### src/rtl/alsu_cmd_driver.sv
// Command-word initiator for the ALSU: drives its operand/control pins, captures
// the result after the ALSU pipeline latency and returns it on a valid/ready channel.
module alsu_cmd_driver #(
  parameter int LATENCY      = 2,
  parameter int BLINK_CYCLES = 16
) (
  input  logic        clk,
  input  logic        rst,
  input  logic        cmd_valid,
  output logic        cmd_ready,
  input  logic [15:0] cmd_data,
  output logic        rsp_valid,
  input  logic        rsp_ready,
  output logic [5:0]  rsp_data,
  output logic        rsp_err,
  output logic        prot_err,
  output logic [2:0]  alsu_A,
  output logic [2:0]  alsu_B,
  output logic [2:0]  alsu_opcode,
  output logic        alsu_cin,
  output logic        alsu_serial_in,
  output logic        alsu_direction,
  output logic        alsu_red_op_A,
  output logic        alsu_red_op_B,
  output logic        alsu_bypass_A,
  output logic        alsu_bypass_B,
  input  logic [5:0]  alsu_out,
  input  logic [15:0] alsu_leds
);

  localparam int CNT_MAX = (LATENCY > BLINK_CYCLES) ? LATENCY : BLINK_CYCLES;
  localparam int CW      = $clog2(CNT_MAX + 1);

  typedef enum logic [2:0] {IDLE, ISSUE, WAIT, BLINK, RESP} state_t;

  state_t        state, state_nxt;
  logic [15:0]   cmd_q;
  logic          inv_q;
  logic [CW-1:0] cnt;
  logic          led_seen;

  logic        accept, cmd_invalid, drive, track, seen_now, wait_done, blink_done;
  logic [15:0] pins;

  // Reduction ops are only defined for the AND/XOR opcodes (000/001).
  assign cmd_invalid = (cmd_data[8:7] == 2'b11) ||
                       ((cmd_data[12] || cmd_data[13]) && (cmd_data[8:7] != 2'b00));

  assign cmd_ready  = (state == IDLE) && !rst;
  assign accept     = cmd_valid && cmd_ready;
  assign rsp_valid  = (state == RESP);
  assign drive      = (state == ISSUE) || (state == WAIT);
  assign track      = drive || (state == BLINK);
  assign seen_now   = led_seen || (track && (alsu_leds != '0));
  assign wait_done  = (state == WAIT)  && (cnt == CW'(LATENCY - 1));
  assign blink_done = (state == BLINK) && (cnt == CW'(BLINK_CYCLES - 1));

  // The ALSU samples direction combinationally, so pins hold through all of WAIT.
  assign pins           = drive ? cmd_q : '0;
  assign alsu_A         = pins[2:0];
  assign alsu_B         = pins[5:3];
  assign alsu_opcode    = pins[8:6];
  assign alsu_cin       = pins[9];
  assign alsu_serial_in = pins[10];
  assign alsu_direction = pins[11];
  assign alsu_red_op_A  = pins[12];
  assign alsu_red_op_B  = pins[13];
  assign alsu_bypass_A  = pins[14];
  assign alsu_bypass_B  = pins[15];

  // NOTE: state registers use non-blocking (<=) so every flop samples pre-edge values.
  always_ff @(posedge clk) begin
    if (rst) state <= IDLE;
    else     state <= state_nxt;
  end

  // NOTE: default assignment first so no path through this block can infer a latch.
  always_comb begin
    state_nxt = state;
    case (state)
      IDLE:    if (accept)     state_nxt = ISSUE;
      ISSUE:                   state_nxt = WAIT;
      WAIT:    if (wait_done)  state_nxt = inv_q ? BLINK : RESP;
      BLINK:   if (blink_done) state_nxt = RESP;
      RESP:    if (rsp_ready)  state_nxt = IDLE;
      default:                 state_nxt = IDLE;
    endcase
  end

  always_ff @(posedge clk) begin
    if (rst) begin
      cmd_q    <= '0;
      inv_q    <= 1'b0;
      cnt      <= '0;
      led_seen <= 1'b0;
      rsp_data <= '0;
      rsp_err  <= 1'b0;
      prot_err <= 1'b0;
    end else begin
      if (accept) begin
        cmd_q    <= cmd_data;
        inv_q    <= cmd_invalid;
        led_seen <= 1'b0;
      end else if (track) begin
        led_seen <= seen_now;
      end

      if (state != state_nxt)                 cnt <= '0;
      else if (state == WAIT || state == BLINK) cnt <= cnt + CW'(1);

      if (wait_done && !inv_q) begin
        rsp_data <= alsu_out;
        rsp_err  <= 1'b0;
        if (seen_now) prot_err <= 1'b1;
      end
      if (blink_done) begin
        rsp_data <= '0;
        rsp_err  <= 1'b1;
        if (!seen_now) prot_err <= 1'b1;
      end
    end
  end

endmodule

### config.mk
export PLATFORM = sky130hd
export DESIGN_NAME = alsu_cmd_driver
export DESIGN_NICKNAME = d
export VERILOG_FILES = /design/src/rtl/alsu_cmd_driver.sv
export SDC_FILE = /design/constraint.sdc
export NUM_CORES = 1
export LEC_CHECK = 0
export BUFFER_PORTS_ARGS = -buffer_cell sky130_fd_sc_hd__buf_4
export CAP_MARGIN = 20
export CORE_ASPECT_RATIO = 1.25
export CORE_UTILIZATION = 50
export DETAILED_ROUTE_END_ITERATION = 7
export GPL_TIMING_DRIVEN = 0
export PLACE_DENSITY = 0.91
export RECOVER_POWER = 100
export SLEW_MARGIN = 0
export SYNTH_ARGS = -nofsm -noshare
export SYNTH_HDL_FRONTEND = slang
export SYNTH_SLANG_ARGS = --single-unit
### constraint.sdc
create_clock -name clk -period 3.05 [get_ports clk]
set_input_delay 0.1525 -clock clk [delete_from_list [all_inputs] [get_ports clk]]
set_output_delay 0.1525 -clock clk [all_outputs]
set_load 0.1 [all_outputs]
; ---- After elaboration in Yosys (flattened, before gate mapping)
; Index checks and enable logic that the tools add are counted.
[word_totals]
inputBits = 42
output_inout_bits = 26
regBits = 34
wordCells = 52
[classes]
muxes = 13
reduce_logical = 22
add_sub_neg = 1
n_eq_ne = 8
[op_table]
columns = cell, n
row1 = 16-bit two-way mux, 1
row2 = 16-bit nonzero test, 1
row3 = 3-bit two-way mux, 5
row4 = 3-bit case mux with 5 select lines, 1
row5 = 1-bit logical AND, 7
row6 = "3-bit by 2-bit equality test with 1-bit output, second input constant", 2
row7 = 1-bit logical OR, 6
row8 = 1-bit two-way mux, 6
row9 = 2-bit OR reduction, 3
row10 = "5-bit by 1-bit adder with 5-bit output, second input constant", 1
row11 = "5-bit by 1-bit equality test with 1-bit output, second input constant", 1
row12 = "5-bit by 4-bit equality test with 1-bit output, second input constant", 1
row13 = 2-bit nonzero test, 2
row14 = "3-bit by 1-bit equality test with 1-bit output, second input constant", 1
row15 = "3-bit equality test, second input constant", 1
row16 = 3-bit logical NOT, 1
row17 = 3-bit != test, 1
row18 = "2-bit equality test, second input constant", 1
row19 = 1-bit logical NOT, 2

; ---- Logic depth before layout (Yosys ltp)
; Gate-level depths: netlist of run 1.
[depth]
depth_word = 9
depth_mapped = 7
depth_no_buf = 7

; ---- Worst setup path before layout of run 1
; Ideal clock, no wire load.
[synth_path]
kind = register -> register
start = register state[2]
end = register cmd_q[6]
arrival_ns = 4.550
setup_time_ns = 0.132
synth_period_minus_slack_ns = 4.682
stages_incl_launch_ff = 7
slack_ns = -1.632
path_cell_list = dfxtp_1 clkbuf_1 nor4_1 nand2_1 clkbuf_1 nand2_1 a21oi_1
[synth_via]
elab_chain_len = 3
[synth_rtl]
columns = element, line
row1 = "start, declared", 36  ; state_t state, state_nxt;
row2 = "start signal, assigned", 74  ; else state <= state_nxt;
row3 = 3-bit logical NOT, 49  ; assign cmd_ready = (state == IDLE) && !rst;
row4 = 1-bit logical AND, 49
row5 = net cmd_ready, 10  ; output logic cmd_ready,
row6 = 1-bit logical AND, 50  ; assign accept = cmd_valid && cmd_ready;
row7 = "end signal, assigned", 101  ; cmd_q <= cmd_data;
row8 = "end, declared", 37  ; logic [15:0] cmd_q;
; The timed path passes the listed nets, and every way through them passes these cells.
; A chain may end at the register's enable or synchronous reset.

; ---- Worst setup path after layout of run 1
[layout_path]
start = register state[0]
end = output port alsu_B[1]
[layout_via]
elab_chain_len = 3
[layout_rtl]
columns = element, line
row1 = 3-bit by 1-bit equality test with 1-bit output / 3-bit by 2-bit equality test with 1-bit output (equally long branches), 52  ; assign drive = (state == ISSUE) || (state == WAIT);
row2 = 1-bit logical OR *, 52
row3 = 16-bit two-way mux *, 59  ; assign pins = drive ? cmd_q : '0;
row4 = "end, declared", 18  ; output logic [2:0] alsu_B,
; Mark *: on every way between the ends. The rest lies on a longest branch, timed or not.

==> impl_results.md, run 1 <==
* Status: complete, no violations
* Worst path max stage delay at about 0.86 ns
* # hold bufs at CTS at 0
* Largest net degree at the start of global routing at 11
* Core area at about 0.0029 mm2
* IO Count at roughly 70
* Grt ovf at 0
* RSZ-0062 raised after global routing: false
* Iter 0 DRT Violations at 25
* H-tree lvl count at 2
* Post-synthesis cell type count at 33
* PostCTS Resize Cnt at 0
* Reg2reg setup slack at between 0.5 and 0.6 ns
* Final hold vios at 0
* Post-synth ARST share at 0
* Gp weighted congestion at approximately 0.74
* Final Slew Violations at 0
* Rows at 22
* Worst Setup Start Kind: register
* Cts bufs inserted at 5
* Area of the die at around 0.0033 mm2
* Hold WC Path Type: primary input to register
* Pleak at just under 0.9 nW
* Seq/Total Area, Yosys at 0.437
* Worst-path clk slew at ~0.1 ns
* Initial antenna violation count at 0
* Max-slew headroom at 0.217
* Peak supply drop at 0.378 mV
* Routed Antenna Nets at 0
* First-pass GRT wire length at 5.97 mm
* Crit path buffers/inverters at 2
* Synth Cell Area at approximately 0.0016 mm2
* Non-Filler Instances at slightly below 300
* Setup bufs post-CTS at 0
* Critical-path maximum fanout at 10
* Post-synth top area share at 0.437
* Most used cell, CP: clkbuf_1
* Setup Viol. Count Final at 0
* Worst-skew pair later-pin latency at between 0.3 and 0.4 ns
* Port Buffer Count at 66
* Fmax at around 390 MHz
* Final Cell Area at between 0.002 and 0.0025 mm2
* Final Critical Period at between 2 and 3 ns
* Initial Util at 0.528
* CP Capture Type: output pin
* Ranking of synthesized cells by area: dfxtp_1, nand2_1, and2_1
* Setup TNS at 0 ns
* Crit-path slowest cell: clkbuf_1
* CTS tree: done
* Post-synthesis cell count at 188
* Drt first pass iters at 4
* Final Cycle Share at 0.845
* Crit path cell chain: clkbuf_1, xnor2_1, nor2_1, and2_1, clkbuf_1
* Synth Register Bits at 34
* Worst-margin pin slew at ~1.2 ns
* # diodes at 0
* Root Buffer: clkbuf_4
* # fillers at 260
* # Max-Cap Violations at 0
* Placed cell count at 290
* Vias/cell at between 5 and 6
* Setup Skew at approximately 0.0033 ns
* Crit path DAT at 2.42 ns
* Critical path's top delay family: buffers and inverters
* P per Cell Area at 473 mW/mm2
* Number of synthesized flops with an enable pin at 0
* Placed cell areas at about 0.0021 mm2
* Layout area overhead at 33.0%
* Critical setup path kind: register to output pin
* # nets final at 306
* Routed length per instance at roughly 12 um
* Vias at roughly 1,500
* Tot Pwr at 980 uW
* Detail Placement HPWL at between 2 and 3 mm
* Layout cells sized above 1 at 0.226
* CTS Buffer Depth at 2
* Total Wirelength at approximately 3.6 mm
* DRC at 0
* Clk sink count at 34
* Syn_nets at 233
* Die Span X at between 50 and 60 um
* Critical path data required time at approximately 2.9 ns
* Mean area per synthesized cell at 8.28 um2
* Top_reg_cell synth: dfxtp_1
* Vias in the first global route at ~1,400
* Die Ht at 64.4 um
* Ys Warns at 0
* GR Util All Layers at 0.238
* Synth area leader: dfxtp_1
## path summary, 6_finish.rpt
path	start	end	depth (start not counted)
setup reg to reg	cnt[0]	prot_err	6
hold / removal	alsu_out[0]	rsp_data[0]	3
setup / recovery	state[0]	alsu_B[1]	5
hold reg to reg	cmd_q[9]	cmd_q[9]	2
## synthesized netlist by cell type, types with 2 or more instances
cell,number
a2111oi_0,2
a21oi_1,19
a311oi_1,2
a31oi_1,2
and2_1,18
clkbuf_1,9
dfxtp_1,34
ha_1,3
inv_1,4
mux2i_1,6
nand2_1,36
nand2b_1,4
nand4_1,2
nor2_1,14
nor2b_1,2
nor3_1,5
nor3b_1,2
nor4_1,6
o31ai_1,2
xnor2_1,2
xor2_1,2
## cells by family after synthesis
family | after synthesis | synth area share
compound gates | 31 | 0.125
xor+xnor | 4 | 0.0225
fa+ha+maj | 3 | 0.0241
buf+inv | 16 | 0.0442
flops | 34 | 0.437
mux | 6 | 0.0386
simple gates | 94 | 0.308
## power by group
part           leakage, nW  switching [mW]  internal, mW
clock               0.0443           0.145         0.191
combinational        0.565           0.111        0.0632
sequential           0.276         0.00898         0.461
## layout make-up
| class | instances | area [um2] | area share |
|---|---|---|---|
| buffer | 12 | 45.0 | 0.0218 |
| clock buffer | 6 | 51.3 | 0.0248 |
| timing repair buffer | 66 | 410 | 0.198 |
| clock inverter | 1 | 30.0 | 0.0145 |
| multi-input combinational | 138 | 792 | 0.383 |
| inverter | 4 | 15.0 | 0.00726 |
| tap | 36 | 45.0 | 0.0218 |
| sequential | 34 | 681 | 0.329 |
## placed cells by master, fill, tap and decap left out
master and instances:
clkbuf_8 1, buf_4 40, a311oi_1 2, o31ai_1 2, xnor2_1 2, o32a_1 1
mux2i_1 6, nor3_1 5, and2_0 1, a21oi_1 19, nor4_1 6, o21ai_0 1
a31oi_1 2, nand3_1 1, nand2b_1 4, xor2_1 2, and3_2 1, a2111oi_0 2
inv_1 4, and2_1 17, buf_1 1, or4b_1 1, nor2_1 14, a221oi_2 1
ha_1 3, clkbuf_4 5, clkbuf_2 10, a21o_1 1, clkbuf_1 27, or4_1 1
dfxtp_1 34, bufinv_16 1, nand4_1 2, nor2b_1 3, nor3b_1 2, nand2_1 36
## tightest hold or removal path, cell delays in order
cell,delay (ns)
buf_4,0.08
mux2i_1,0.05
nor2_1,0.07
## through the flow
step                hold slack [ns]  setup slack (ns)  utilization
global placement              0.384             0.874        0.717
floorplan                     0.288             0.555            -
CTS                          0.0389             0.604        0.745
finish                       0.0452             0.473        0.703
detailed placement            0.400             0.804        0.717
global route                 0.0436             0.324        0.703
## registers in the layout (all words and copies together) (netlist names)
name / count
cmd_q: 16
rsp_data: 6
cnt: 5
state: 3
inv_q: 1
led_seen: 1
prot_err: 1
rsp_err: 1
## routing by layer
metal	share of wire	up-vias	wire, um	track usage
met4	0.016	0	56	0.0777
met5	0	-	0	0
met2	0.54	36	1950	0.421
li1	-	785	-	-
met1	0.39	709	1430	0.259
met3	0.050	7	180	0.0738
No activity file was read; power rests on OpenSTA's default activity.
==> run 2, diff against run 1 <==
CORE_UTILIZATION = 46   (was 50)
PLACE_DENSITY = 0.85   (was 0.91)
clock period = 2.6 ns   (was 3.05 ns; I/O delays follow)
==> run 2 against run 1 <==
  * Clock skew down 0.00082 ns
  * Largest power group unchanged
  * Via count down 3.4%
  * Combinational power up 18%
  * Clock-buffer cell count down 1
==> impl_results.md, run 2 (synthesized netlist as in run 1, its figures left out) <==
* R2r endpoint: prot_err (unchanged)
* Critical-path maximum fanout at 10 (unchanged)
* Largest register FFs at 16 (unchanged)
* Root Buffer: clkbuf_8 (was clkbuf_4)
* PostCTS Resize Cnt at 0 (unchanged)
* Pleak at 0.938 nW (was 0.886 nW)
* Crit-path slowest cell: or4_4 (was clkbuf_1)
* Hold WC Path Type: primary input to register (unchanged)
* Non-Filler Instances at 299 (was 297)
* Peak supply drop at 0.420 mV (was 0.378 mV)
* Routed length per instance at 11.3 um (was 12.2 um)
* Setup bufs post-CTS at 0 (unchanged)
* HP Start: alsu_out[2] (was alsu_out[0])
* Hold worst-path end: rsp_data[2] (was rsp_data[0])
* # nets final at 306 (unchanged)
* Layout cells sized above 1 at 0.263 (was 0.226)
* Worst-margin pin slew at 1.17 ns (was 1.18 ns)
* Status: complete, no violations (unchanged)
* Total Wirelength at 3.39 mm (was 3.61 mm)
* Hold path cells at 3 (unchanged)
* Rows at 23 (was 22)
* First-pass GRT wire length at 5.56 mm (was 5.97 mm)
* Placed cell count at 291 (was 290)
* Worst path max stage delay at 0.51 ns (was 0.86 ns)
* CTS tree: done (unchanged)
* Setup TNS at 0 ns (unchanged)
* IO Count at 68 (unchanged)
* # Max-Cap Violations at 0 (unchanged)
* GR Util All Layers at 0.217 (was 0.238)
* Final Cycle Share at 0.932
* Vias/cell at 4.96 (was 5.18)
* Port Buffer Count at 66 (unchanged)
* Worst-path clk slew at 0.07 ns (was 0.10 ns)
* Initial Util at 0.483 (was 0.528)
* Setup WS post-layout at 0.177 ns (was 0.473 ns)
* # hold bufs at CTS at 0 (unchanged)
* H-tree lvl count at 2 (unchanged)
* Vias in the first global route at 1,385 (was 1,396)
* Critical setup path kind: register to register (was register to output pin)
* Drt first pass iters at 4 (unchanged)
* Layout area overhead at 37.7% (was 33.0%)
* Pre-CTS WS at 0.359 ns (was 0.804 ns)
* Routed Antenna Nets at 0 (unchanged)
* Worst Setup Start Kind: register (unchanged)
* Vias at 1,484 (was 1,537)
* Critical path's top delay family: simple AND/OR/NAND/NOR gates (was buffers and inverters)
* Initial antenna violation count at 0 (unchanged)
* RSZ-0062 raised after global routing: false (unchanged)
* Die Ht at 67.0 um (was 64.4 um)
* Crit path buffers/inverters at 1 (was 2)
* CTS Buffer Depth at 2 (unchanged)
* Worst Reg-to-Reg Cells at 6 (unchanged)
* Tot Pwr at 1.23 mW (was 980 uW)
* Critical path data required time at 2.80 ns (was 2.90 ns)
* Max-slew headroom at 0.220 (was 0.217)
* R2R Path Start: cnt[0] (unchanged)
* Commonest non-fill, non-tap cells in the layout: buf_4, nand2_1, dfxtp_1 (unchanged)
* DRC at 0 (unchanged)
* # diodes at 0 (unchanged)
* Reg2reg setup slack at 0.18 ns (was 0.57 ns)
* Final Slew Violations at 0 (unchanged)
* CP Capture Type: register (was output pin)
* Crit path DAT at 2.63 ns (was 2.42 ns)
* Largest net degree at the start of global routing at 12 (was 11)
* Final Critical Period at approximately 2.4 ns
* Crit path cell chain: ha_1, or4b_1, or4_4, clkbuf_1, nor2b_4, a221oi_2 (was clkbuf_1, xnor2_1, nor2_1, and2_1, clkbuf_1)
* Final hold vios at 0 (unchanged)
* Clk sink count at 34 (unchanged)
* Gp weighted congestion at 0.761 (was 0.739)
* Most common cell after layout, fill and taps aside: buf_4 (unchanged)
* Grt ovf at 0 (unchanged)
* Setup Skew at 0.00243 ns (was 0.00326 ns)
* P per Cell Area at 573 mW/mm2 (was 473 mW/mm2)
* Core area at 0.00322 mm2 (was 0.00295 mm2)
* Biggest regs: cmd_q (16), rsp_data (6), cnt (5) (unchanged)
* Worst-skew pair later-pin latency at 0.29 ns (was 0.34 ns)
* Fmax at slightly above 400 MHz
* Cts bufs inserted at 5 (unchanged)
* Largest Register: cmd_q (unchanged)
* Die Span X at 54.0 um (was 51.9 um)
* Detail Placement HPWL at 2.59 mm (was 2.63 mm)
* Setup Viol. Count Final at 0 (unchanged)
* Area of the die at 0.00362 mm2 (was 0.00334 mm2)
* Iter 0 DRT Violations at 18 (was 25)
run 2: metrics by stage:
stage          instance area (um2)  hold WS [ns]   util
5_1_grt                       2140        0.0771  0.665
4_1_cts                       2220        0.0632  0.689
3_5_place_dp                  2110         0.378  0.656
6_report                      2140        0.0698  0.665
2_1_floorplan                 1570         0.266      -
3_3_place_gp                  2110         0.360  0.656
run 2: cell type report:
class                           instances  area [um2]
Timing Repair Buffer                   66         444
Clock inverter                          3        40.0
Clock buffer                            5        68.8
Buffer                                 12        45.0
Sequential cell                        34         681
Tap cell                               37        46.3
Multi-Input combinational cell        138         803
Fill cell                             296        1080
Inverter                                4        15.0
run 2: worst register-to-register path: stages, from the launching register on:
cell	delay (ns)
dfxtp_1	0.40
ha_1	0.18
or4b_1	0.49
or4_4	0.51
clkbuf_1	0.29
nor2b_4	0.22
a221oi_2	0.25
run 2: routing by layer:
layer,track usage,share of wire,vias up
met1,0.230,0.45,653
met2,0.373,0.48,41
met3,0.0731,0.050,5
met5,0,0,-
met4,0.0994,0.019,0
li1,-,-,785
run 2: worst max path at each step:
stage | startpoint | to | slack [ns] | depth (start not counted)
floorplan | state[2] | cmd_q[6] | 0.10 | 6
global placement | cnt[0] | cnt[1] | 0.42 | 5
detailed placement | cnt[0] | cnt[1] | 0.36 | 5
CTS | state[0] | alsu_bypass_A | 0.26 | 6
global route | cnt[0] | prot_err | 0.04 | 6
finish | cnt[0] | prot_err | 0.18 | 6
run 2: report_power, final:
group / internal [mW] / switching [mW]
sequential: 0.541 / 0.0113
combinational: 0.0776 / 0.128
clock: 0.282 / 0.188
